--- src/rtl/data_capture_fifo.sv ---
// Sampled capture of an asynchronous input bus into a FIFO read by a processor.
// Define DATA_CAPTURE_TEST_PATTERN_EN to add test_mode and a counting data source.
module data_capture_fifo #(
    parameter int DATA_W = 8,
    parameter int DEPTH  = 16,
    parameter int DIV_W  = 16
) (
    input  logic                   clk_clk,
    input  logic                   reset_reset_n,
    input  logic [DATA_W-1:0]      input_data_export,
    input  logic                   start,
    input  logic                   stop,
    input  logic [DIV_W-1:0]       divider,
    input  logic [15:0]            capture_len,
`ifdef DATA_CAPTURE_TEST_PATTERN_EN
    input  logic                   test_mode,
`endif
    input  logic                   rd_en,
    output logic [DATA_W-1:0]      rd_data,
    output logic                   rd_valid,
    output logic [$clog2(DEPTH):0] level,
    output logic                   running,
    output logic                   overflow
);

    localparam int AW = $clog2(DEPTH);
    localparam logic [AW:0] FULL_LVL = (AW+1)'(DEPTH);

    typedef enum logic {
        IDLE = 1'b0,
        RUN  = 1'b1
    } state_t;

    state_t state_q, state_d;

    logic [DATA_W-1:0] sync1_q, sync1_d;
    logic [DATA_W-1:0] sync2_q, sync2_d;
    logic [DIV_W-1:0]  div_q, div_d;
    logic [DIV_W-1:0]  dcnt_q, dcnt_d;
    logic [15:0]       len_q, len_d;
    logic [15:0]       scnt_q, scnt_d;
    logic [AW-1:0]     wr_ptr_q, wr_ptr_d;
    logic [AW-1:0]     rd_ptr_q, rd_ptr_d;
    logic [AW:0]       level_q, level_d;
    logic [DATA_W-1:0] rd_data_q, rd_data_d;
    logic              rd_valid_q, rd_valid_d;
    logic              ovf_q, ovf_d;
    logic [DATA_W-1:0] mem_q [DEPTH];

    logic              go;
    logic              strobe;
    logic              full;
    logic              pop;
    logic              push;
    logic              last;
    logic [DATA_W-1:0] wdata;

`ifdef DATA_CAPTURE_TEST_PATTERN_EN
    logic [DATA_W-1:0] pat_q, pat_d;
`endif

    // stop wins over start; a stopping cycle takes no sample
    always_comb begin
        go     = start && !stop;
        strobe = (state_q == RUN) && !stop && (dcnt_q == '0);
        full   = (level_q == FULL_LVL);
        pop    = rd_en && (level_q != '0);
        push   = strobe && (!full || pop);
        last   = strobe && (len_q != 16'd0)
                 && ((scnt_q + 16'd1) == len_q);
    end

    always_comb begin
`ifdef DATA_CAPTURE_TEST_PATTERN_EN
        wdata = test_mode ? pat_q : sync2_q;
`else
        wdata = sync2_q;
`endif
    end

    always_ff @(posedge clk_clk or negedge reset_reset_n) begin
        if (!reset_reset_n) begin
            state_q <= IDLE;
        end else begin
            state_q <= state_d;
        end
    end

    always_comb begin
        state_d = state_q;
        unique case (state_q)
            IDLE: begin
                if (go) begin
                    state_d = RUN;
                end
            end
            RUN: begin
                if (stop || (last && !start)) begin
                    state_d = IDLE;
                end
            end
            default: state_d = IDLE;
        endcase
    end

    always_comb begin
        running = (state_q == RUN);
    end

    always_comb begin
        sync1_d = input_data_export;
        sync2_d = sync1_q;
        div_d   = div_q;
        len_d   = len_q;
        dcnt_d  = dcnt_q;
        scnt_d  = scnt_q;
        ovf_d   = ovf_q;
        if (go) begin
            div_d  = divider;
            len_d  = capture_len;
            dcnt_d = '0;
            scnt_d = '0;
            ovf_d  = 1'b0;
        end else begin
            if (strobe) begin
                dcnt_d = div_q;
                scnt_d = scnt_q + 16'd1;
            end else if (state_q == RUN && dcnt_q != '0) begin
                dcnt_d = dcnt_q - DIV_W'(1);
            end
            if (strobe && full && !pop) begin
                ovf_d = 1'b1;
            end
        end
    end

`ifdef DATA_CAPTURE_TEST_PATTERN_EN
    always_comb begin
        pat_d = pat_q;
        if (go) begin
            pat_d = '0;
        end else if (strobe) begin
            pat_d = pat_q + DATA_W'(1);
        end
    end
`endif

    always_comb begin
        wr_ptr_d   = wr_ptr_q;
        rd_ptr_d   = rd_ptr_q;
        level_d    = level_q;
        rd_data_d  = rd_data_q;
        rd_valid_d = pop;
        if (push) begin
            wr_ptr_d = wr_ptr_q + AW'(1);
        end
        if (pop) begin
            rd_ptr_d  = rd_ptr_q + AW'(1);
            rd_data_d = mem_q[rd_ptr_q];
        end
        unique case ({push, pop})
            2'b10:   level_d = level_q + (AW+1)'(1);
            2'b01:   level_d = level_q - (AW+1)'(1);
            default: level_d = level_q;
        endcase
    end

    always_ff @(posedge clk_clk) begin
        if (push) begin
            mem_q[wr_ptr_q] <= wdata;
        end
    end

    always_ff @(posedge clk_clk or negedge reset_reset_n) begin
        if (!reset_reset_n) begin
            sync1_q    <= '0;
            sync2_q    <= '0;
            div_q      <= '0;
            len_q      <= '0;
            dcnt_q     <= '0;
            scnt_q     <= '0;
            ovf_q      <= 1'b0;
            wr_ptr_q   <= '0;
            rd_ptr_q   <= '0;
            level_q    <= '0;
            rd_data_q  <= '0;
            rd_valid_q <= 1'b0;
        end else begin
            sync1_q    <= sync1_d;
            sync2_q    <= sync2_d;
            div_q      <= div_d;
            len_q      <= len_d;
            dcnt_q     <= dcnt_d;
            scnt_q     <= scnt_d;
            ovf_q      <= ovf_d;
            wr_ptr_q   <= wr_ptr_d;
            rd_ptr_q   <= rd_ptr_d;
            level_q    <= level_d;
            rd_data_q  <= rd_data_d;
            rd_valid_q <= rd_valid_d;
        end
    end

`ifdef DATA_CAPTURE_TEST_PATTERN_EN
    always_ff @(posedge clk_clk or negedge reset_reset_n) begin
        if (!reset_reset_n) begin
            pat_q <= '0;
        end else begin
            pat_q <= pat_d;
        end
    end
`endif

    always_comb begin
        rd_data  = rd_data_q;
        rd_valid = rd_valid_q;
        level    = level_q;
        overflow = ovf_q;
    end

endmodule

--- config.mk ---
export PLATFORM = sky130hd
export DESIGN_NAME = data_capture_fifo
export DESIGN_NICKNAME = d
export VERILOG_FILES = /design/src/rtl/data_capture_fifo.sv
export SDC_FILE = /design/constraint.sdc
export NUM_CORES = 1
export LEC_CHECK = 0
export BUFFER_PORTS_ARGS = -buffer_cell sky130_fd_sc_hd__buf_2
export CAP_MARGIN = 5
export CORE_ASPECT_RATIO = 1.5
export CORE_UTILIZATION = 55
export DETAILED_ROUTE_END_ITERATION = 8
export PLACE_DENSITY = 0.73
export SKIP_LAST_GASP = 1
export SYNTH_ARGS = -nofsm -noshare
export SYNTH_HDL_FRONTEND = slang
export SYNTH_SLANG_ARGS = --single-unit
--- constraint.sdc ---
create_clock -name clk_clk -period 3.24 [get_ports clk_clk]
set_input_delay 0.486 -clock clk_clk [delete_from_list [all_inputs] [get_ports clk_clk]]
set_output_delay 0.486 -clock clk_clk [all_outputs]
set_load 0.01 [all_outputs]
==> results of run 1 <==
-- logic make-up (layout without fill, tap and decap cells) --
| family | Yosys count | count (layout) |
|---|---|---|
| flip-flops | 232 | 232 |
| multiplexers | 44 | 44 |
| adder cells (fa/ha/maj) | 12 | 12 |
| XOR/XNOR | 30 | 30 |
| AND/OR/NAND/NOR | 275 | 275 |
| AO/OA/AOI/OAI | 104 | 104 |
| buffers and inverters | 53 | 133 |
-- final cells by class --
| type | instances | share of cell area (%) |
|---|---|---|
| clock buffers | 24 | 5.18 |
| clock inverters | 16 | 1.82 |
| inverters | 12 | 0.396 |
| multi-input cells | 465 | 29.2 |
| flip-flops and latches | 232 | 56.7 |
| well taps | 217 | 2.39 |
| repair buffers | 81 | 4.29 |
-- power groups by stage --
stage | Sequential, mW | Combinational (mW) | Clock (mW)
CTS | 3.77 | 2.22 | 2.83
floorplan | 3.69 | 1.69 | 0
global placement | 3.80 | 2.15 | 0
finish | 3.76 | 2.21 | 2.79
detailed placement | 3.82 | 2.21 | 0
global route | 3.83 | 2.42 | 2.93
-- sequential cells by signal, summed over array words and instances (netlist names), 8 cells and up --
signal / count
mem_q: 128
dcnt_q: 16
div_q: 16
len_q: 16
scnt_q: 16
rd_data: 8
sync1_q: 8
sync2_q: 8
-- layer usage --
metal	up-vias	global-route usage [%]
li1	2884	-
met2	179	44.2
met5	-	0
met4	0	12.1
met1	3016	26.7
met3	51	3.40
-- synth_stat cells (all sizes together) (2+ instances only) --
cell type,n
o311ai,6
clkbuf,28
nor3,19
inv,12
and3,3
nand4,9
o31ai,10
a21oi,23
nor2b,8
o21ai,38
buf,13
and2,6
and4,3
nand2,152
a31oi,3
or4,3
nand2b,3
mux2,4
o22ai,5
or3,3
nand4b,3
nor2,26
o21bai,2
a22o,2
edfxtp,128
o21a,2
xor2,11
ha,11
dfrtp,104
o211ai,2
o41ai,2
or2,3
mux4,40
nor4,14
xnor2,19
nand3b,2
a21o,4
nand3,10
nor3b,5
-- worst max-delay path by stage --
stage | startpoint | to | slack (ns) | cells after the start
floorplan | level[0] | level[4] | 0.29 | 10
global placement | dcnt_q[11] | level[4] | 0.62 | 10
detailed placement | dcnt_q[11] | mem_q[3][0] | 0.48 | 5
CTS | dcnt_q[11] | mem_q[3][5] | 0.47 | 5
global route | dcnt_q[7] | level[4] | 0.14 | 10
finish | dcnt_q[11] | mem_q[3][7] | 0.51 | 5
-- through the flow --
step / area, sq um / utilization [%] / hold WS [ns] / instances
5_1_grt: 11400 / 63.6 / 0.0699 / 1047
3_5_place_dp: 10600 / 59.1 / 0.335 / 1006
2_1_floorplan: 9990 / - / 0.190 / 750
4_1_cts: 11400 / 63.6 / 0.0762 / 1047
3_3_place_gp: 10600 / 59.1 / 0.332 / 1006
6_report: 11400 / 63.6 / 0.0859 / 1047
==> qor.yml, run 1 <==
outcome: "finished, violations left"
violations: "design-rule violations"
synth_top_family_by_area: "simple AND/OR/NAND/NOR gates"
vias_per_cell: 5.85
path_cells: "nor4_1 -> nand4b_1 -> nor3_2 -> nor3b_1 -> and2_1"
clk_path_buf_depth: 3
m1WireLength_um: 7620
syn_nets: 807
antenna_left: 0
final_common_cell: "nand2_1"
swShare_pct: 29.8
power_frac_comb_pct: 25.2
cp_slowest_cell: "nor3b_1"
crit_fanout: 8
hpwl_um: 15000
hp-start: "input_data_export[3]"
diodes: 0
tightest_slew_ns: 0.690
initial_utilization_pct: 55.9
die-area_sq_um: 18700
cts_setup_buffers: 0
cap_violations: 0
async_reset_ff_share_pct: 44.8
synth-seq-area-share_pct: 64.5
synth_edf_count: 128
layout-drive-gt1-share_pct: 21.6
wl_per_cell_um: 20.4
power.total_mw: 8.77
routabilityCongestion: 0.925
cts_resized: 0
grt_pass1_wl_um: 34300
core_sq_um: 17900
r2r.worst_path.cells: 5
mostFrequentLayoutCells: "nand2_1, edfxtp_1, dfrtp_1"
place_ws_ns: 0.483
ctsHtreeMaxLevel: 1
drc: 2
ys.warnings.count: 0
crit_buf_inv: 0
cp_top_family: "simple AND/OR/NAND/NOR gates"
numCtsBuffers: 22
synth_ff_type: "edfxtp_1"
r2r_slack_ns: 0.51
slew_viol_final: 0
hold_buffers: 1
finalCriticalPeriod_ns: 2.73
p_switching_mw: 2.61
setup_violations: 0
rsz0062_at_grt: "false"
synth_compound_area_share_pct: 6.50
vias: 6130
area_growth_pct: 13.8
cp.arrival_ns: 2.89
num-fill-cells: 1319
seqCellArea_sq_um: 6450
root_buffer: "clkbuf_16"
first_pass_iters: 7
grt_pass1_vias: 6420
fp-row-count: 60
synth_mux_area_share_pct: 9.47
p_clk_share_pct: 31.9
ys_ff_latch: 232
io-pin-count: 61
required_ns: 3.40
power_frac_seq_pct: 42.9
worstSkewPairLatency_ns: 0.51
track_usage_pct: 23.9
finalClockSkew_ns: 0.00961
top_layer: "met4"
synth_cell_types: 61
critPathKind: "reg2reg"
crit_path_end_kind: "register"
fin_nets: 871
synth.largest_area_cell: "edfxtp_1"
clk_pin_slew_ns: 0.07
fmax_ghz: 0.366
yosys.area_share.simple_pct: 13.0
wl_met2_um: 11600
start_kind: "register"
setup_ws_ns: 0.507
hold_path_depth: 1
first_iter_violations: 357
hold_class: "in2reg"
synth_area_leaders: "edfxtp_1, dfrtp_1, mux4_2"
totalWireLength_um: 21400
finalHoldViolations: 0
cts_tree: "yes"
synth_xor_area_share_pct: 2.63
yosysTopAreaCellShare_pct: 38.5
leakage_nw: 4.48
multi_input_comb_area_sq_um: 3320
maxSlewHeadroom_pct: 53.8
timing.rr.start: "dcnt_q[11]"
tns_ns: 0
worst_hold_path.endpoint: "sync1_q[3]"
r2r-end: "mem_q[3][7]"
dieHeight_um: 167
io_buffers: 60
cts.sink_count: 232
crit_path_max_incr_delay_ns: 0.53
grt_antenna_before_repair: 0
irDropWorstVdd_v: 0.000552
p_per_area_nw_per_um2: 771
grt_max_degree: 69
final.period_utilization_pct: 84.4
postSynthAreaPerCell_sq_um: 13.3
synthCells: 750
synthAdderAreaFrac_pct: 1.58
netlist_area_sq_um: 9990
intPower_mw: 6.16
wl_met3_um: 1070
dieWidth_um: 112
overflow: 0
Power figures use the tool's default switching activity.
==> inputs of run 2 (changes only) <==
Settings changed: ABC_AREA set to 1, PLACE_DENSITY 0.73 to 0.76.
Clock period 3.24 ns to 2.45 ns, I/O delays scaled along.
==> qor.yml, run 2 <==
outcome: "complete, no violations"
clk_path_buf_depth: 3  # unchanged
grt_pass1_vias: 7545  # +18%
grt_antenna_before_repair: 0  # unchanged
timing.rr.start: "dcnt_q[1]"
final_common_cell: "nand2_1"
postSynthAreaPerCell_sq_um: 10.4  # -22%
power_frac_seq_pct: 39.4  # -3.5 points
fin_area_sq_um: 12000  # +5.9%
layout-drive-gt1-share_pct: 16.7  # -4.8 points
power_frac_comb_pct: 30.3  # +5.1 points
required_ns: 2.86  # -0.54 ns
largest_register: "mem_q"
vias: 7534  # +23%
core_sq_um: 18500  # +3.8%
finalCriticalPeriod_ns: 2.31  # -0.427 ns
die-area_sq_um: 19400  # +3.8%
synth-seq-area-share_pct: 62.1  # -2.4 points
synth_edf_count: 128  # unchanged
fp-row-count: 61  # +1.7%
syn_nets: 1059  # +31%
mostFrequentLayoutCells: "nand2_1, edfxtp_1, nor2_1"
dieWidth_um: 114  # +1.9%
tightest_slew_ns: 0.692  # +0.00164 ns
r2r.worst_path.cells: 15  # +10
grt_pass1_wl_um: 37900  # +10%
synth_compound_area_share_pct: 9.77  # +3.3 points
root_buffer: "clkbuf_16"
yosysTopAreaCellShare_pct: 37.0  # -1.4 points
ys_ff_latch: 232  # unchanged
r2r_slack_ns: 0.14  # -0.36 ns
setup_ws_ns: 0.144  # -0.363 ns
async_reset_ff_share_pct: 44.8  # unchanged
start_kind: "register"
fin_cells: 1364  # +30%
crit_fanout: 4  # -4
finalHoldViolations: 0  # unchanged
hold_class: "in2reg"
synth_mux_area_share_pct: 2.02  # -7.4 points
maxSlewHeadroom_pct: 53.9  # +0.060 points
ys_top_cells_by_count: "nand2_1, edfxtp_1, nor2_1"
critPathKind: "reg2reg"
synth_area_leaders: "edfxtp_1, dfrtp_1, nand2_1"
dieHeight_um: 170  # +1.9%
diodes: 0  # unchanged
swShare_pct: 33.8  # +4.0 points
initial_utilization_pct: 56.0  # about the same
drc: 0  # -2
finalClockSkew_ns: 0.0112  # +0.00157 ns
synth_cell_types: 47  # -23%
routabilityCongestion: 0.901  # -2.6%
slew_viol_final: 0  # unchanged
placed_cells: 1315  # +31%
synth.largest_area_cell: "edfxtp_1"
hold_slack_ns: 0.0582  # -0.0277 ns
hp-start: "divider[11]"
fin_nets: 1153  # +32%
cap_violations: 0  # unchanged
p_per_area_nw_per_um2: 1010  # +31%
hold_path_depth: 3  # +2
io-pin-count: 61  # unchanged
track_usage_pct: 25.4  # +1.5 points
irDropWorstVdd_v: 0.000757  # +37%
crit_path_end_kind: "register"
cp.arrival_ns: 2.71  # -0.18 ns
p_switching_mw: 4.11  # +58%
intPower_mw: 8.07  # +31%
ctsHtreeMaxLevel: 1  # unchanged
first_pass_iters: 5  # -2
worstSkewPairLatency_ns: 0.51  # about the same
fmax_ghz: 0.434  # +19%
synth_most_common_cell: "nand2_1"
hpwl_um: 15600  # +4.0%
numCtsBuffers: 22  # unchanged
yosys.area_share.simple_pct: 17.9  # +4.8 points
totalWireLength_um: 23400  # +9.5%
synthCells: 1002  # +34%
wl_per_cell_um: 17.2  # -16%
netlist_area_sq_um: 10400  # +3.9%
synth_xor_area_share_pct: 2.12  # -0.51 points
cts_tree: "yes"
vias_per_cell: 5.52  # -5.7%
synthAdderAreaFrac_pct: 1.52  # -0.059 points
worst_hold_path.endpoint: "div_q[11]"
place_ws_ns: 0.0566  # -0.426 ns
overflow: 0  # unchanged
cts.sink_count: 232  # unchanged
p_clk_share_pct: 30.2  # -1.7 points
synth_top_family_by_area: "simple AND/OR/NAND/NOR gates"
area_growth_pct: 16.0
antenna_left: 0  # unchanged
setup_violations: 0  # unchanged
final.period_utilization_pct: 94.1  # +9.8 points
detailed_place.area_sq_um: 11100  # +5.4%
clk_pin_slew_ns: 0.07  # about the same
leakage_nw: 5.05  # +13%
grt_max_degree: 68  # -1.4%
io_buffers: 60  # unchanged
first_iter_violations: 466  # +31%
largest_reg_flops: 128  # unchanged
synth_ff_type: "edfxtp_1"
rsz0062_at_grt: "true"
ys.warnings.count: 0  # unchanged
r2r-end: "level[4]"
[run 2: cell types whose count changed in the layout (fill, tap and decap cells not counted), moves of 14 or more]
cell      delta
nor2_1      +82
o221ai_1    +14
a21oi_1     -14
mux2i_1     +21
nand3_1     +36
nand2_1     +77
o21ai_0     +50
o211ai_1    +16
o22ai_1     +20
xnor2_1     -18
mux4_2      -40
buf_4       +16
inv_1       +56
[run 2: area by class of cell]
cell class | instances | area, sq um
inverter | 82 | 310
sequential | 232 | 6450
clock inverter | 13 | 196
multi-input combinational | 653 | 3490
timing repair buffer | 105 | 688
tap | 252 | 315
fill | 1408 | 6510
clock buffer | 27 | 591
[run 2: repair_timing]
item	CTS	global route
hold buffers	9	0
buffers inserted	0	0
setup endpoints to repair	0	85
hold endpoints to repair	43	0
gates resized for setup	0	5
[run 2: layer usage]
layer / vias up / global-route usage [%] / share of wire [%]
li1: 3610 / - / -
met1: 3617 / 28.3 / 37
met2: 232 / 47.8 / 55
met3: 75 / 2.60 / 3.9
met4: 0 / 12.3 / 4.4
met5: - / 0 / 0
[run 2: worst max-delay path by stage]
stage	from	endpoint
after CTS	dcnt_q[1]	level[4]
after floorplan	dcnt_q[0]	level[4]
after global placement	dcnt_q[1]	level[4]
final	dcnt_q[1]	level[4]
after detailed placement	dcnt_q[1]	level[4]
after global routing	dcnt_q[1]	mem_q[13][1]
[run 2: cell families (layout without fill, tap and decap cells)]
group	Yosys count	after routing
AND/OR/NAND/NOR	431	431
flip-flops	232	232
AO/OA/AOI/OAI	167	167
buffers and inverters	117	227
XOR/XNOR	22	22
multiplexers	21	21
adder cells (fa/ha/maj)	12	12
[run 2: power groups by stage]
stage / Clock [mW] / Combinational [mW] / Sequential [mW]
final: 3.68 / 3.69 / 4.81
after global placement: 0 / 3.55 / 4.85
after detailed placement: 0 / 3.62 / 4.87
after CTS: 3.73 / 3.66 / 4.79
after global routing: 3.88 / 4.10 / 4.85
after floorplan: 0 / 2.48 / 4.85
[run 2: worst max-delay path, cell delays in order, from the launching register on]
cell and delay [ns]:
dfrtp_1 0.37, inv_2 0.07, ha_1 0.17, nand2_1 0.07, nor3_2 0.17, nand3_2 0.11
nand2_2 0.10, inv_2 0.07, fa_2 0.36, a21oi_1 0.16, inv_1 0.07, a21oi_2 0.16
or2_2 0.15, nand3_1 0.08, nand2_1 0.07, inv_1 0.03
[run 2: metrics by stage]
step	total power, mW	setup TNS, ns	util (%)
final	12.2	0	64.9
after global routing	12.8	-0.00177	64.9
after CTS	12.2	0	64.8
after detailed placement	8.49	0	60.1
after global placement	8.40	0	60.1
after floorplan	7.33	0	-
